### src/rtl/wb_port_arbiter_pkg.sv
// Shared widths, defaults and requester-select encodings for the writeback port arbiter.
package wb_port_arbiter_pkg;
  localparam int WB_REG_WIDTH  = 16;
  localparam int WB_NUM_REGS   = 16;
  localparam int WB_IDX_WIDTH  = 4;
  localparam int WB_STARVE_MAX = 3;

  typedef enum logic [1:0] {
    WB_SEL_NONE = 2'd0,
    WB_SEL_ALU  = 2'd1,
    WB_SEL_MEM  = 2'd2
  } wb_sel_e;
endpackage

### src/rtl/wb_port_arbiter_if.sv
// Requester, decode and write-port signals of the writeback arbiter.
// Bypass outputs exist only when WB_BYPASS_EN is defined.
interface wb_port_arbiter_if;
  import wb_port_arbiter_pkg::*;
  logic                    I_LOCK;
  logic                    I_AluValid;
  logic [WB_IDX_WIDTH-1:0] I_AluIdx;
  logic [WB_REG_WIDTH-1:0] I_AluData;
  logic                    O_AluReady;
  logic                    I_MemValid;
  logic [WB_IDX_WIDTH-1:0] I_MemIdx;
  logic [WB_REG_WIDTH-1:0] I_MemData;
  logic                    O_MemReady;
  logic                    I_IssueValid;
  logic [WB_IDX_WIDTH-1:0] I_IssueIdx;
  logic                    I_SrcUse1;
  logic [WB_IDX_WIDTH-1:0] I_SrcIdx1;
  logic                    I_SrcUse2;
  logic [WB_IDX_WIDTH-1:0] I_SrcIdx2;
  logic                    O_DepStall;
  logic                    O_WriteBackEnable;
  logic [WB_IDX_WIDTH-1:0] O_WriteBackRegIdx;
  logic [WB_REG_WIDTH-1:0] O_WriteBackData;
  logic [WB_NUM_REGS-1:0]  O_Pending;
`ifdef WB_BYPASS_EN
  logic                    O_BypassHit1;
  logic                    O_BypassHit2;
  logic [WB_REG_WIDTH-1:0] O_BypassData;
`endif

  modport slave (
    input  I_LOCK, I_AluValid, I_AluIdx, I_AluData, I_MemValid, I_MemIdx, I_MemData,
           I_IssueValid, I_IssueIdx, I_SrcUse1, I_SrcIdx1, I_SrcUse2, I_SrcIdx2,
    output O_AluReady, O_MemReady, O_DepStall, O_WriteBackEnable, O_WriteBackRegIdx,
           O_WriteBackData, O_Pending
`ifdef WB_BYPASS_EN
  , output O_BypassHit1, O_BypassHit2, O_BypassData
`endif
  );

  modport master (
    output I_LOCK, I_AluValid, I_AluIdx, I_AluData, I_MemValid, I_MemIdx, I_MemData,
           I_IssueValid, I_IssueIdx, I_SrcUse1, I_SrcIdx1, I_SrcUse2, I_SrcIdx2,
    input  O_AluReady, O_MemReady, O_DepStall, O_WriteBackEnable, O_WriteBackRegIdx,
           O_WriteBackData, O_Pending
`ifdef WB_BYPASS_EN
  , input  O_BypassHit1, O_BypassHit2, O_BypassData
`endif
  );
endinterface

### src/rtl/wb_port_arbiter_scoreboard.sv
// Pending-write scoreboard and decode dependency stall (RAW and WAW).
// WB_BYPASS_EN: sources matching the committing register do not stall.
module wb_port_arbiter_scoreboard
  import wb_port_arbiter_pkg::*;
#(
  parameter int NUM_REGS = WB_NUM_REGS
) (
  input  logic                    i_clk,
  input  logic                    i_rst_n,
  input  logic                    i_lock,
  input  logic                    i_issue_valid,
  input  logic [WB_IDX_WIDTH-1:0] i_issue_idx,
  input  logic                    i_src_use1,
  input  logic [WB_IDX_WIDTH-1:0] i_src_idx1,
  input  logic                    i_src_use2,
  input  logic [WB_IDX_WIDTH-1:0] i_src_idx2,
  input  logic                    i_wb_en,
  input  logic [WB_IDX_WIDTH-1:0] i_wb_idx,
`ifdef WB_BYPASS_EN
  output logic                    o_bypass_hit1,
  output logic                    o_bypass_hit2,
`endif
  output logic [NUM_REGS-1:0]     o_pending,
  output logic                    o_dep_stall
);
  logic [NUM_REGS-1:0] r_pending;
  logic [NUM_REGS-1:0] w_pending_nxt;
  logic                w_src1_raw;
  logic                w_src2_raw;
  logic                w_waw;
  logic                w_set;

`ifdef WB_BYPASS_EN
  assign o_bypass_hit1 = i_src_use1 & i_wb_en & (i_wb_idx == i_src_idx1);
  assign o_bypass_hit2 = i_src_use2 & i_wb_en & (i_wb_idx == i_src_idx2);
  assign w_src1_raw    = i_src_use1 & r_pending[i_src_idx1] & ~o_bypass_hit1;
  assign w_src2_raw    = i_src_use2 & r_pending[i_src_idx2] & ~o_bypass_hit2;
`else
  assign w_src1_raw    = i_src_use1 & r_pending[i_src_idx1];
  assign w_src2_raw    = i_src_use2 & r_pending[i_src_idx2];
`endif
  // WAW is never bypassed: the older write must retire before a new owner is recorded.
  assign w_waw       = i_issue_valid & r_pending[i_issue_idx];
  assign o_dep_stall = i_lock & (w_src1_raw | w_src2_raw | w_waw);
  assign w_set       = i_issue_valid & ~o_dep_stall & i_lock;
  assign o_pending   = r_pending;

  // Clear first, then set, so a same-cycle issue of the committing register stays pending.
  always_comb begin
    w_pending_nxt = r_pending;
    if (i_wb_en) w_pending_nxt[i_wb_idx] = 1'b0;
    if (w_set)   w_pending_nxt[i_issue_idx] = 1'b1;
  end

  always_ff @(posedge i_clk or negedge i_rst_n) begin
    if (!i_rst_n) r_pending <= '0;
    else          r_pending <= w_pending_nxt;
  end
endmodule

### src/rtl/wb_port_arbiter.sv
// Register-file write-port arbiter: MEM-priority with ALU anti-starvation, registered write port,
// pending scoreboard. Optional feature macro: WB_BYPASS_EN (commit-cycle source bypass).
module wb_port_arbiter
  import wb_port_arbiter_pkg::*;
#(
  parameter int REG_WIDTH  = WB_REG_WIDTH,
  parameter int NUM_REGS   = WB_NUM_REGS,
  parameter int STARVE_MAX = WB_STARVE_MAX
) (
  input  logic              I_CLOCK,
  input  logic              I_RESET_N,
  wb_port_arbiter_if.slave  wb
);
  wb_sel_e                 w_sel;
  logic                    w_alu_force;
  logic [2:0]              r_starve;
  logic                    r_wb_en;
  logic [WB_IDX_WIDTH-1:0] r_wb_idx;
  logic [REG_WIDTH-1:0]    r_wb_data;

  assign w_alu_force = (r_starve == 3'(STARVE_MAX));

  // Readies are gated by reset so every output reads 0 while reset is asserted.
  always_comb begin
    w_sel = WB_SEL_NONE;
    if (I_RESET_N && wb.I_LOCK) begin
      if (wb.I_MemValid && !(wb.I_AluValid && w_alu_force)) w_sel = WB_SEL_MEM;
      else if (wb.I_AluValid)                                 w_sel = WB_SEL_ALU;
    end
  end

  assign wb.O_AluReady = (w_sel == WB_SEL_ALU);
  assign wb.O_MemReady = (w_sel == WB_SEL_MEM);

  always_ff @(posedge I_CLOCK or negedge I_RESET_N) begin
    if (!I_RESET_N) begin
      r_starve <= '0;
    end else if (wb.I_LOCK) begin
      if (!wb.I_AluValid || w_sel == WB_SEL_ALU)      r_starve <= '0;
      else if (w_sel == WB_SEL_MEM && !w_alu_force)   r_starve <= r_starve + 3'd1;
    end
  end

  always_ff @(posedge I_CLOCK or negedge I_RESET_N) begin
    if (!I_RESET_N) begin
      r_wb_en   <= 1'b0;
      r_wb_idx  <= '0;
      r_wb_data <= '0;
    end else begin
      case (w_sel)
        WB_SEL_ALU: begin
          r_wb_en   <= 1'b1;
          r_wb_idx  <= wb.I_AluIdx;
          r_wb_data <= wb.I_AluData;
        end
        WB_SEL_MEM: begin
          r_wb_en   <= 1'b1;
          r_wb_idx  <= wb.I_MemIdx;
          r_wb_data <= wb.I_MemData;
        end
        default: begin
          r_wb_en   <= 1'b0;
          r_wb_idx  <= '0;
          r_wb_data <= '0;
        end
      endcase
    end
  end

  assign wb.O_WriteBackEnable = r_wb_en;
  assign wb.O_WriteBackRegIdx = r_wb_idx;
  assign wb.O_WriteBackData   = r_wb_data;
`ifdef WB_BYPASS_EN
  assign wb.O_BypassData      = r_wb_data;
`endif

  wb_port_arbiter_scoreboard #(.NUM_REGS(NUM_REGS)) u_scoreboard (
    .i_clk         (I_CLOCK),
    .i_rst_n       (I_RESET_N),
    .i_lock        (wb.I_LOCK),
    .i_issue_valid (wb.I_IssueValid),
    .i_issue_idx   (wb.I_IssueIdx),
    .i_src_use1    (wb.I_SrcUse1),
    .i_src_idx1    (wb.I_SrcIdx1),
    .i_src_use2    (wb.I_SrcUse2),
    .i_src_idx2    (wb.I_SrcIdx2),
    .i_wb_en       (r_wb_en),
    .i_wb_idx      (r_wb_idx),
`ifdef WB_BYPASS_EN
    .o_bypass_hit1 (wb.O_BypassHit1),
    .o_bypass_hit2 (wb.O_BypassHit2),
`endif
    .o_pending     (wb.O_Pending),
    .o_dep_stall   (wb.O_DepStall)
  );
endmodule

### src/flat_wrapper.sv
// flat-port wrapper written by rule: the top's interface ports become plain ports
module wb_port_arbiter_flat import wb_port_arbiter_pkg::*;
#(
  parameter int REG_WIDTH  = WB_REG_WIDTH,
  parameter int NUM_REGS   = WB_NUM_REGS,
  parameter int STARVE_MAX = WB_STARVE_MAX
)
  (I_CLOCK, I_RESET_N, wb_I_LOCK, wb_I_AluValid, wb_I_AluIdx, wb_I_AluData, wb_I_MemValid, wb_I_MemIdx, wb_I_MemData, wb_I_IssueValid, wb_I_IssueIdx, wb_I_SrcUse1, wb_I_SrcIdx1, wb_I_SrcUse2, wb_I_SrcIdx2, wb_O_AluReady, wb_O_MemReady, wb_O_DepStall, wb_O_WriteBackEnable, wb_O_WriteBackRegIdx, wb_O_WriteBackData, wb_O_Pending);
  wb_port_arbiter_if wb_i ();
  input  logic I_CLOCK;
  input  logic I_RESET_N;
  input wire logic [$bits(wb_i.I_LOCK)-1:0] wb_I_LOCK;
  input wire logic [$bits(wb_i.I_AluValid)-1:0] wb_I_AluValid;
  input wire logic [$bits(wb_i.I_AluIdx)-1:0] wb_I_AluIdx;
  input wire logic [$bits(wb_i.I_AluData)-1:0] wb_I_AluData;
  input wire logic [$bits(wb_i.I_MemValid)-1:0] wb_I_MemValid;
  input wire logic [$bits(wb_i.I_MemIdx)-1:0] wb_I_MemIdx;
  input wire logic [$bits(wb_i.I_MemData)-1:0] wb_I_MemData;
  input wire logic [$bits(wb_i.I_IssueValid)-1:0] wb_I_IssueValid;
  input wire logic [$bits(wb_i.I_IssueIdx)-1:0] wb_I_IssueIdx;
  input wire logic [$bits(wb_i.I_SrcUse1)-1:0] wb_I_SrcUse1;
  input wire logic [$bits(wb_i.I_SrcIdx1)-1:0] wb_I_SrcIdx1;
  input wire logic [$bits(wb_i.I_SrcUse2)-1:0] wb_I_SrcUse2;
  input wire logic [$bits(wb_i.I_SrcIdx2)-1:0] wb_I_SrcIdx2;
  output wire logic [$bits(wb_i.O_AluReady)-1:0] wb_O_AluReady;
  output wire logic [$bits(wb_i.O_MemReady)-1:0] wb_O_MemReady;
  output wire logic [$bits(wb_i.O_DepStall)-1:0] wb_O_DepStall;
  output wire logic [$bits(wb_i.O_WriteBackEnable)-1:0] wb_O_WriteBackEnable;
  output wire logic [$bits(wb_i.O_WriteBackRegIdx)-1:0] wb_O_WriteBackRegIdx;
  output wire logic [$bits(wb_i.O_WriteBackData)-1:0] wb_O_WriteBackData;
  output wire logic [$bits(wb_i.O_Pending)-1:0] wb_O_Pending;
  assign wb_i.I_LOCK = wb_I_LOCK;
  assign wb_i.I_AluValid = wb_I_AluValid;
  assign wb_i.I_AluIdx = wb_I_AluIdx;
  assign wb_i.I_AluData = wb_I_AluData;
  assign wb_i.I_MemValid = wb_I_MemValid;
  assign wb_i.I_MemIdx = wb_I_MemIdx;
  assign wb_i.I_MemData = wb_I_MemData;
  assign wb_i.I_IssueValid = wb_I_IssueValid;
  assign wb_i.I_IssueIdx = wb_I_IssueIdx;
  assign wb_i.I_SrcUse1 = wb_I_SrcUse1;
  assign wb_i.I_SrcIdx1 = wb_I_SrcIdx1;
  assign wb_i.I_SrcUse2 = wb_I_SrcUse2;
  assign wb_i.I_SrcIdx2 = wb_I_SrcIdx2;
  assign wb_O_AluReady = wb_i.O_AluReady;
  assign wb_O_MemReady = wb_i.O_MemReady;
  assign wb_O_DepStall = wb_i.O_DepStall;
  assign wb_O_WriteBackEnable = wb_i.O_WriteBackEnable;
  assign wb_O_WriteBackRegIdx = wb_i.O_WriteBackRegIdx;
  assign wb_O_WriteBackData = wb_i.O_WriteBackData;
  assign wb_O_Pending = wb_i.O_Pending;
  wb_port_arbiter #(.REG_WIDTH(REG_WIDTH), .NUM_REGS(NUM_REGS), .STARVE_MAX(STARVE_MAX)) u_core (.I_CLOCK(I_CLOCK), .I_RESET_N(I_RESET_N), .wb(wb_i));
endmodule
### config.mk
export PLATFORM = sky130hd
export DESIGN_NAME = wb_port_arbiter_flat
export DESIGN_NICKNAME = d
export VERILOG_FILES = /design/src/rtl/wb_port_arbiter_pkg.sv /design/src/rtl/wb_port_arbiter_if.sv /design/src/rtl/wb_port_arbiter_scoreboard.sv /design/src/rtl/wb_port_arbiter.sv /design/src/flat_wrapper.sv
export SDC_FILE = /design/constraint.sdc
export NUM_CORES = 1
export LEC_CHECK = 0
export CORE_ASPECT_RATIO = 0.75
export CORE_MARGIN = 5
export CORE_UTILIZATION = 40
export DETAILED_ROUTE_END_ITERATION = 8
export PLACE_DENSITY = 0.75
export SLEW_MARGIN = 0
export SYNTH_ARGS = -nofsm -noshare
export SYNTH_HDL_FRONTEND = slang
export SYNTH_HIERARCHICAL = 1
export SYNTH_SLANG_ARGS = --single-unit
### constraint.sdc
create_clock -name I_CLOCK -period 3.8 [get_ports I_CLOCK]
set_input_delay 0.95 -clock I_CLOCK [delete_from_list [all_inputs] [get_ports I_CLOCK]]
set_output_delay 0.95 -clock I_CLOCK [all_outputs]
set_load 0.02 [all_outputs]
# == After elaboration in Yosys (flattened, before gate mapping) ==
# Cells that the tools add are included.
# classes
n_addsub,1
n_lt_le_gt_ge,6
eq_ne,3
mux,20
bitwise,12
n_reduce_logical,13
# ops
op,count
two-way mux 16 bit,2
one-hot mux 16 bit (2 select lines),1
< comparator 4 x 5 -> 1 bit (second input constant),4
AND 16 bit,1
inverter 16 bit,1
bitwise OR 16 bit,1
binary-select mux 1 bit (select 4 bit),3
demux 1 bit (select 4 bit),2
>= comparator 4 x 1 -> 1 bit (second input constant),2
one-hot mux 4 bit (2 select lines),1
two-way mux 1 bit,7
AND 1 bit,6
logical AND 1 bit,6
two-way mux 3 bit,2
two-way mux 2 bit,2
adder 3 x 1 -> 3 bit (second input constant),1
== test 3 x 2 -> 1 bit (second input constant),1
zero test 1 bit,3
== test 2 x 1 -> 1 bit (second input constant),1
== test 2 bit (second input constant),1
bitwise OR 1 bit,2
AND reduction 2 bit,1
nonzero test 2 bit,1
OR reduction 2 bit,1
2 further kinds,2
# word_totals
regBits,40
in_bits,60
output_inout_bits,40
word_cells,60

# == Depth between registers and ports, before layout ==
# depth
ltp_word,10
mapped_depth,9
mapped_depth_nobuf,9

# == Modules after synthesis ==
# The synthesis kept the hierarchy.
# modules_own_cells
mod,instances,cells_each,area_per_inst_um2,seq_area_each_um2
wb_port_arbiter_scoreboard,1,131,1238.7,400.4
wb_port_arbiter,1,93,1023.5,600.6

# == Least setup slack after synthesis ==
# Ideal clock, no wire load.
# synth_timing
path_type,in2out
startpoint,input wb_I_SrcIdx2[1]
endpoint,output wb_O_DepStall
arrival_ps,2368
required_time_ps,2850
slack_ps,482
cell_stages,5
n_path_buf,1
path_cell_list,buf_6 mux4_2 o2111ai_1 nand4_2 o31a_1
# synth_between
elab_chain_len,6
# synth_rtl
element,line,source
from (decl),flat_wrapper.sv:24,input wire logic [$bits(wb_i.I_SrcIdx2)-1:0] wb_I_SrcIdx2;
binary-select mux 1 bit (select 4 bit),wb_port_arbiter_scoreboard.sv:40,assign w_src2_raw = i_src_use2 & r_pending[i_src_idx2];
two-way mux 1 bit (not written as such),wb_port_arbiter_scoreboard.sv:40,
AND 1 bit,wb_port_arbiter_scoreboard.sv:40,
bitwise OR 1 bit (2 in series),wb_port_arbiter_scoreboard.sv:44,assign o_dep_stall = i_lock & (w_src1_raw | w_src2_raw | w_waw);
AND 1 bit,wb_port_arbiter_scoreboard.sv:44,
to (decl),flat_wrapper.sv:27,output wire logic [$bits(wb_i.O_DepStall)-1:0] wb_O_DepStall;
# No other way between the ends. The select of a mux whose other input is x is not followed.

# == Worst setup path after layout ==
# Same ends and word-level chain as after synthesis.

==> reports/results.env <==
DRCVIOLATIONCOUNT=0
SLEW_VIOLATIONS=0
PORTBUFFERS=99
NUM_CTS_BUFFERS=5
PLACEMENT_ROWS=23
CLKLATENCYLATEPIN_NS=0.29
PATH_CELLS='clkdlybuf4s50_1 > mux4_2 > o2111ai_2 > nand4_2 > o31a_1 > buf_2'
P_PER_AREA_nW_PER_UM2=263
FINALSETUPVIOLATIONS=0
FLOORPLAN.CORE_AREA_UM2=5410
SYNTHESIS.NETS=290
PART_OF_THE_YOSYS_AREA_USED_FOR_SEQUENTIAL_ELEMENTS_PCT=44.2
CPPEAKSTAGEDELAY_NS=0.51
GROUTE.USAGE.OVERALL_PCT=21.0
TRITONCTS_CLOCK_TREE='done'
DETAIL_ROUTE_ANTENNA_NETS=0
HOLDBUFCOUNTCTS=0
GRT_PASS1_VIAS=2349
FP.DIEAREA_UM2=7270
TIMING_WORST_SLEW_PIN_VALUE_NS=0.700
FIN_SETUP_TNS_NS=0
CP-END-KIND='output port'
DETAILEDROUTE.FIRSTITERATIONVIOLATIONS=179
PLACED_CELL_AREA_UM2=3410
ROUTABILITY_CONGESTION_ESTIMATE=0.960
YS_SEQ_ELEMENTS=40
DESIGN_AREA_UM2=3520
SETUP_REPAIR_AFTER_GLOBAL_ROUTING_MISSED_ITS_MARGIN='no'
WORST_SETUP_PATH_START_KIND='primary input'
DESIGN.FINAL.NETS=403
GRT_FIRST_PASS_WIRELENGTH_MM=12.0
CRIT_SLOWEST_CELL='mux4_2'
POST-ROUTE-MIN-PERIOD_NS=3.72
REMAINING_GLOBAL_ROUTE_OVERFLOW=0
IO_PINS=100
CTS-ROOT-TO-SINK-BUFFERS=2
DRT_PRE_ANTENNA_ITERS=4
FLOORPLAN.DIE.WIDTH_UM=96.8
CTS_MAX_LEVEL=2
ROUTED_VIA_DENSITY=5.56
MAX_CAP_VIOLATIONS=0
GRT_START_MAX_NET_PINS=38
WL_MM=7.41
NUMCLOCKSINKS=40
CTS.ROOT.BUFFER_CELL='clkbuf_8'
DRIVE_GT1_SHARE_PCT=12.8
PLACEMENT.SETUP.WORST_SLACK_NS=-0.394
CRIT_TYPE='in2out'
CP_NUM_BUF_INV=2
LAYOUT_COMMON_CELLS='clkdlybuf4s50_1 (94), dfrtp_1 (40), a22oi_1 (25)'
DP_HPWL_MM=5.82
PATH_CLK_SLEW_NS=0.07
FINAL_UTIL_PCT=65.1
SYNTH_WARN=6
ANTENNA_FOUND_INITIAL=0
AVERAGE_CELL_AREA_AFTER_SYNTHESIS_UM2=10.1
RESULT_OF_THE_RUN='complete, no violations'
HEADROOM_TO_THE_MAX_SLEW_LIMIT_PCT=53.1
PATH_DELAY_FAMILY='buffers and inverters'
CRITPATHMAXFANOUT=2
FINAL_MIN_PERIOD_OVER_CLOCK_PERIOD_PCT=97.8
LAYOUT-AREA-OVERHEAD-VS-SYNTH_PCT=55.6
DIODE_COUNT=0
FINALWORSTSETUPSLACK_NS=0.0824
IRDROPWORSTVDD_uV=156
FLOORPLAN.INITIALDENSITY_PCT=41.8
CRIT_ARRIVAL_NS=2.77
SYN_AREA_UM2=2260
NETLIST_INSTANCES=224
FINAL-HOLD-VIOLATION-COUNT=0
WORST_EP_REQUIRED_TIME_NS=2.85
SKEW_NS=0.00465
TOTAL_LEAKAGE_POWER_nW=1.40
DIE_HEIGHT_UM=75.1
WORST_HOLD_PATH_TYPE='in2async'
MAX_CLOCK_FREQ_MHz=269
TOTAL_VIA_COUNT_AFTER_DETAILED_ROUTING=2292
ROUTEDWLPERCELL_UM=18.0
MOSTFREQUENTLAYOUTCELL='clkdlybuf4s50_1'
TOTAL_POWER_W=0.000926
YOSYSUNIQUECELLTYPES=34
==> kinds of logic after synthesis <==
kind of cell               Yosys count  synth area share, %
DFF                                 40                 44.2
AOI/OAI and AO/OA                   68                 20.6
buffers and inverters               23                 5.09
and+or+nand+nor                     67                 15.2
adders and majority gates            6                 3.32
muxes                               20                 11.6
==> power breakdown <==
| part | leakage [nW] | switching [W] | total, W | internal [W] |
|---|---|---|---|---|
| Sequential | 0.481 | 0.0000129 | 0.000448 | 0.000435 |
| Clock | 0.0400 | 0.000145 | 0.000269 | 0.000124 |
| Combinational | 0.879 | 0.0000961 | 0.000208 | 0.000112 |
==> flip-flops by register name, indices dropped and copies added (netlist names) <==
name,flops
u_core/wb.O_WriteBackRegIdx,4
u_core/r_starve,3
u_core/wb.O_WriteBackEnable,1
u_core/u_scoreboard/o_pending,16
u_core/wb.O_WriteBackData,16
==> cells in the mapped netlist (all sizes together) <==
cell      n  area [µm²]
nand4     4        31.3
nand3    17        85.1
nor2     24        90.1
buf       9        62.6
o22ai     2        12.5
a31oi     1        6.26
o21ai    24         120
and4b     1        10.0
a21oi     1        8.76
mux4      5         113
inv      11        41.3
dfrtp    40        1000
a21boi    1        7.51
ha        6        75.1
o31a      2        17.5
nand2b    4        25.0
clkbuf    3        11.3
o2111ai   4        35.0
a22oi    25         188
nand2     5        18.8
nand3b    2        15.0
or3b      1        8.76
mux2i    15         150
or2       1        6.26
nor2b     5        31.3
nand4b    1        8.76
o31ai     8        70.1
and2      1        6.26
and3      1        6.26
==> worst paths after layout <==
| check | slack [ns] | startpoint | cells after the start | endpoint |
|---|---|---|---|---|
| worst min-delay path | 0.47 | I_RESET_N | 1 | u_core/r_starve[2] |
| max in group asynchronous | 2.67 | I_RESET_N | 2 | u_core/u_scoreboard/o_pending[9] |
| worst max register to register | 1.68 | u_core/r_starve[0] | 8 | u_core/wb.O_WriteBackRegIdx[2] |
| min in group I_CLOCK | 0.50 | u_core/r_starve[0] | 1 | u_core/r_starve[0] |
| worst max-delay path | 0.08 | wb_I_SrcIdx2[1] | 6 | wb_O_DepStall |
| worst min register to register | 0.50 | u_core/r_starve[0] | 1 | u_core/r_starve[0] |
==> timing repair <==
item | in CTS | in global routing
endpoints found under the setup margin | 1 | 1
gates resized for setup | 7 | 4
pin swaps | 0 | 1
setup buffers | 0 | 0
==> per-stage QoR <==
stage / instances / hold slack (ns)
final: 412 / 0.468
after global routing: 412 / 0.459
after CTS: 412 / 0.462
after detailed placement: 405 / 0.500
after global placement: 405 / 0.468
after floorplan: 224 / 0.457
==> area by class of cell <==
| cell class | instances | area [µm²] |
|---|---|---|
| Clock inverter | 2 | 12.5 |
| Sequential cell | 40 | 1000 |
| Inverter | 11 | 41.3 |
| Fill cell | 485 | 1890 |
| Multi-Input combinational cell | 161 | 1170 |
| Tap cell | 75 | 93.8 |
| Clock buffer | 5 | 68.8 |
| Timing Repair Buffer | 118 | 1130 |
==> metal layers <==
metal  GRT usage (%)  share of wire, %  vias to the layer above
met5               0                 0                        -
met4            5.76               1.7                        0
met3            7.96               9.7                       14
met2            34.2                44                      124
met1            26.6                45                     1091
li1                -                 -                     1063
No activity file was read; power rests on OpenSTA's default activity.
